<file path="src/rtl/hazard_forward_ctrl.sv">
// Forwarding-select and load-use stall controller for a classic 5-stage pipeline.
// Optional decode-stage write-through selects (forward_c/forward_d) when HFC_ID_BYPASS_EN is defined.
module hazard_forward_ctrl #(
    parameter int REG_ADDR_W = 5,
    parameter int LOAD_LAT   = 1
) (
    input  logic                  clk,
    input  logic                  rst_n,
    input  logic [REG_ADDR_W-1:0] if_id_rs,
    input  logic [REG_ADDR_W-1:0] if_id_rt,
    input  logic                  if_id_uses_rt,
    input  logic [REG_ADDR_W-1:0] id_ex_rs,
    input  logic [REG_ADDR_W-1:0] id_ex_rt,
    input  logic                  id_ex_mem_read,
    input  logic [REG_ADDR_W-1:0] ex_mem_rd,
    input  logic                  ex_mem_reg_write,
    input  logic [REG_ADDR_W-1:0] mem_wb_rd,
    input  logic                  mem_wb_reg_write,
    input  logic                  flush,
    output logic [1:0]            forward_a,
    output logic [1:0]            forward_b,
    output logic                  pc_write,
    output logic                  if_id_write,
    output logic                  id_ex_flush,
`ifdef HFC_ID_BYPASS_EN
    output logic                  forward_c,
    output logic                  forward_d,
`endif
    output logic                  stall_active
);

    localparam logic [0:0] ST_IDLE  = 1'b0;
    localparam logic [0:0] ST_STALL = 1'b1;

    // Cycles still owed after the detection cycle, minus the final STALL cycle.
    localparam logic [1:0] CNT_RELOAD = (LOAD_LAT > 1) ? 2'(LOAD_LAT - 2) : 2'd0;

    localparam logic [1:0] FWD_REGFILE = 2'b00;
    localparam logic [1:0] FWD_EX_MEM  = 2'b10;
    localparam logic [1:0] FWD_MEM_WB  = 2'b01;

    logic [REG_ADDR_W-1:0] ex_src [2];
    logic [1:0]            ex_fwd [2];

    assign ex_src[0] = id_ex_rs;
    assign ex_src[1] = id_ex_rt;

    // Each operand resolves its own EX/MEM-over-MEM/WB priority independently.
    generate
        for (genvar gi = 0; gi < 2; gi++) begin : g_fwd
            logic hit_ex_mem;
            logic hit_mem_wb;

            assign hit_ex_mem = ex_mem_reg_write && (ex_mem_rd != '0) && (ex_mem_rd == ex_src[gi]);
            assign hit_mem_wb = mem_wb_reg_write && (mem_wb_rd != '0) && (mem_wb_rd == ex_src[gi]);

            always_comb begin
                if (hit_ex_mem) begin
                    ex_fwd[gi] = FWD_EX_MEM;
                end else if (hit_mem_wb) begin
                    ex_fwd[gi] = FWD_MEM_WB;
                end else begin
                    ex_fwd[gi] = FWD_REGFILE;
                end
            end
        end
    endgenerate

    assign forward_a = ex_fwd[0];
    assign forward_b = ex_fwd[1];

`ifdef HFC_ID_BYPASS_EN
    assign forward_c = mem_wb_reg_write && (mem_wb_rd != '0) && (mem_wb_rd == if_id_rs);
    assign forward_d = mem_wb_reg_write && (mem_wb_rd != '0) && (mem_wb_rd == if_id_rt);
`endif

    logic hazard;

    assign hazard = id_ex_mem_read && (id_ex_rt != '0) &&
                    ((id_ex_rt == if_id_rs) || (if_id_uses_rt && (id_ex_rt == if_id_rt)));

    logic [0:0] state_q, state_d;
    logic [1:0] cnt_q,   cnt_d;
    logic       stall_d;

    // A STALL cycle ignores hazard, so a hazard on the exit cycle is picked up in the next IDLE cycle.
    always_comb begin
        state_d = state_q;
        cnt_d   = cnt_q;
        stall_d = 1'b0;
        if (flush) begin
            state_d = ST_IDLE;
            cnt_d   = 2'd0;
        end else begin
            case (state_q)
                ST_IDLE: begin
                    if (hazard) begin
                        stall_d = 1'b1;
                        if (LOAD_LAT > 1) begin
                            state_d = ST_STALL;
                            cnt_d   = CNT_RELOAD;
                        end
                    end
                end
                ST_STALL: begin
                    stall_d = 1'b1;
                    if (cnt_q == 2'd0) begin
                        state_d = ST_IDLE;
                    end else begin
                        cnt_d = cnt_q - 2'd1;
                    end
                end
                default: begin
                    state_d = ST_IDLE;
                    cnt_d   = 2'd0;
                end
            endcase
        end
    end

    always_ff @(posedge clk or negedge rst_n) begin
        if (!rst_n) begin
            state_q <= ST_IDLE;
            cnt_q   <= 2'd0;
        end else begin
            state_q <= state_d;
            cnt_q   <= cnt_d;
        end
    end

    // Gated by rst_n so the stall outputs release the instant reset is applied.
    logic stall_out;

    assign stall_out    = stall_d && rst_n;
    assign pc_write     = !stall_out;
    assign if_id_write  = !stall_out;
    assign id_ex_flush  = stall_out;
    assign stall_active = stall_out;

endmodule

</file>
<file path="config.mk">
export PLATFORM = sky130hd
export DESIGN_NAME = hazard_forward_ctrl
export DESIGN_NICKNAME = d
export VERILOG_FILES = /design/src/rtl/hazard_forward_ctrl.sv
export SDC_FILE = /design/constraint.sdc
export NUM_CORES = 1
export LEC_CHECK = 0
export CORE_UTILIZATION = 29
export CTS_CLUSTER_SIZE = 25
export DETAILED_ROUTE_END_ITERATION = 8
export PLACE_DENSITY = 0.69
export SLEW_MARGIN = 25
export SYNTH_ARGS = -nofsm -noshare
export SYNTH_HDL_FRONTEND = slang
export SYNTH_SLANG_ARGS = --single-unit
</file>
<file path="constraint.sdc">
create_clock -name clk -period 4.4 [get_ports clk]
set_input_delay 0.44 -clock clk [delete_from_list [all_inputs] [get_ports clk]]
set_output_delay 0.44 -clock clk [all_outputs]
set_load 0.01 [all_outputs]
</file>
==> impl_metrics.ini <==
[synthesis]
syn_nets = 112
yosysMostFrequentCell = xnor2_1
yosysUniqueCellTypes = 23
syn-cell-area_um2 = 624
synth_ff_type = dfrtp_1
yosys.area.top_type_share_pct = 23.8
syn_avg_cell_area_um2 = 8.44
synth_common_cells = 17 x xnor2_1, 14 x xor2_1, 5 x clkbuf_1
ys_ff_latch = 3
async_flop_share_pct = 100
yosysWarnings = 0
netlist_instances = 74
synth_edf_count = 0
yosysSeqAreaShare_pct = 12.0
synth_area_leader_cell = xnor2_1
synthTopCellsByArea = xnor2_1 24%, xor2_1 20%, dfrtp_1 12%, nor4_2 8.0%, buf_4 4.8%

[worst_setup_path]
worst-path-buf-inv = 2
reg2reg_depth = 5
startpoint = ex_mem_rd[1]
cp_num_cells = 6
r2r_start = cnt_q[0]
crit_chain = clkdlybuf4s50_1 -> or4_4 -> o21ai_4 -> nor4_2 -> nor4_2 -> clkdlybuf4s50_1
cpPeakStageDelay_ns = 0.58
cp-start-kind = input pin
path_delay_family = buffers and inverters
arrival_ns = 2.56
crit_fanout = 3
crit_type = input pin to output port
endpoint = forward_a[0]
rrSetupSlack_ns = 3.15
required_ns = 3.96
cp-end-kind = output port
cp_slowest_cell = clkdlybuf4s50_1
r2r_end = cnt_q[1]

[clocking]
cts_root_buf = clkbuf_4
clock-sinks = 3
cts_buffers = 3
postCtsHoldBufs = 0
clk_pin_slew_worst_paths_ns = 0.04
cts_resized = 0
cts_tree = built
cts_setup_buffers = 0
clock_path_buffers = 2
clock_latency_ns = 0.24
cts-htree-levels = 1

[placement]
io_buffers = 44
post-place-ws_ns = 1.39
dp_hpwl_um = 1480
placed_area_um2 = 1050
place_congestion = 0.777

[floorplan]
pin_count = 45
rows = 16
core_um2 = 2000
start_util_pct = 31.2
die_y_um = 48.4
dieArea_um2 = 2340
die_x_um = 48.4

[global_routing]
antenna_found_initial = 0
first_global_vias = 648
overflow = 0
grt_max_degree = 6
grt_pass1_wl_um = 2790
grtUsageTotal_pct = 15.4

[worst_hold_path]
hp-class = input pin to asynchronous set/reset pin

[timing]
maxSlewHeadroom_pct = 76.8
grt_setup_unrepaired = false
holdWs_ns = 0.400
layout_setup_ws_ns = 1.40
post-route-min-period_ns = 3.00
max_freq_ghz = 0.333
hold_viol_final = 0
worst_slew_pin_slew_ns = 0.345
report.final.slew_viol_count = 0
setup_violations = 0
finClkSkew_ns = 0.00465
fin_crit_sh_pct = 68.2
setup_tns_ns = 0

[final_layout]
syn_to_final_growth_pct = 72.3
drive_gt1_share_pct = 7.96
design_area_um2 = 1080
diodes = 0
nets = 152

[power]
power.density_nw_per_um2 = 143
p_leak_nw = 0.377
totalPowerFinal_uw = 154
vdd.ir_drop.worst_uv = 122

[detailed_routing]
vias_per_cell = 4.58
drc = 0
drt_pass1_iterations = 2
vias = 641
wl_um = 1660
dr.first_iter.drc_count = 4
postRouteAntennaNets = 0
wire_per_inst_um = 11.9

[flow_run]
maxCapViolCount = 0

[run_status]
outcome = finished, final reports clean
## logic make-up after synthesis
logic type      after synthesis  share of synthesized area, %
compound gates                7                          8.42
fa+ha+maj                     1                          2.00
flops                         3                          12.0
simple gates                 21                          25.1
buf+inv                      11                          9.02
xor+xnor                     31                          43.5
## cell usage in the layout, fill, tap and decap left out, drive strengths merged, types with 2 or more instances in the layout
cell type,instances
clkbuf,4
clkdlybuf4s50,44
dfrtp,3
inv,2
nand2,2
nand3,3
nor2,2
nor2b,2
nor4,4
o21ai,3
or4,5
xnor2,17
xor2,14
## state kept, by name (all words and copies together) (netlist names)
signal   count
cnt_q        2
state_q      1
## per-stage QoR
step	util, %	cells
finish	53.8	140
CTS	53.8	140
global route	53.8	140
global placement	52.4	136
floorplan	-	74
detailed placement	52.4	136
## layer usage
layer  vias up  global-route usage, %  part of all wire (%)
met5         -                      0                     0
met3         2                   2.52                   3.9
met2        21                   27.0                    53
met4         0                   7.35                  0.84
met1       289                   18.0                    42
li1        329                      -                     -
## worst min path at each step
stage               end      from  cells past startpoint  slack (ns)
3_5_place_dp   cnt_q[0]  cnt_q[0]                      2        0.56
5_1_grt         state_q     rst_n                      1        0.41
4_1_cts         state_q     rst_n                      1        0.40
3_3_place_gp   cnt_q[0]  cnt_q[0]                      2        0.53
2_1_floorplan  cnt_q[0]     rst_n                      0        0.14
6_report        state_q     rst_n                      1        0.40
## layout make-up
cell class	instances	area (um2)
fillers	184	926
flip-flops and latches	3	75.1
multi-input cells	60	493
inverters	2	7.51
well taps	27	33.8
repair buffers	44	440
clock buffers	4	26.3
## report_power, final
group          internal [mW]          switching, mW  leakage, nW
Combinational         0.0481                 0.0297        0.320
Sequential            0.0278  0.0000000000000000291       0.0419
Clock                 0.0340                 0.0145       0.0150
## worst register-to-register path, cell delays in order (launching register included)
cell      delay, ns
dfrtp_1        0.36
inv_1          0.05
ha_1           0.19
nor2b_1        0.26
nor2_1         0.07
a211oi_1       0.23
No activity file was read; power rests on OpenSTA's default activity.
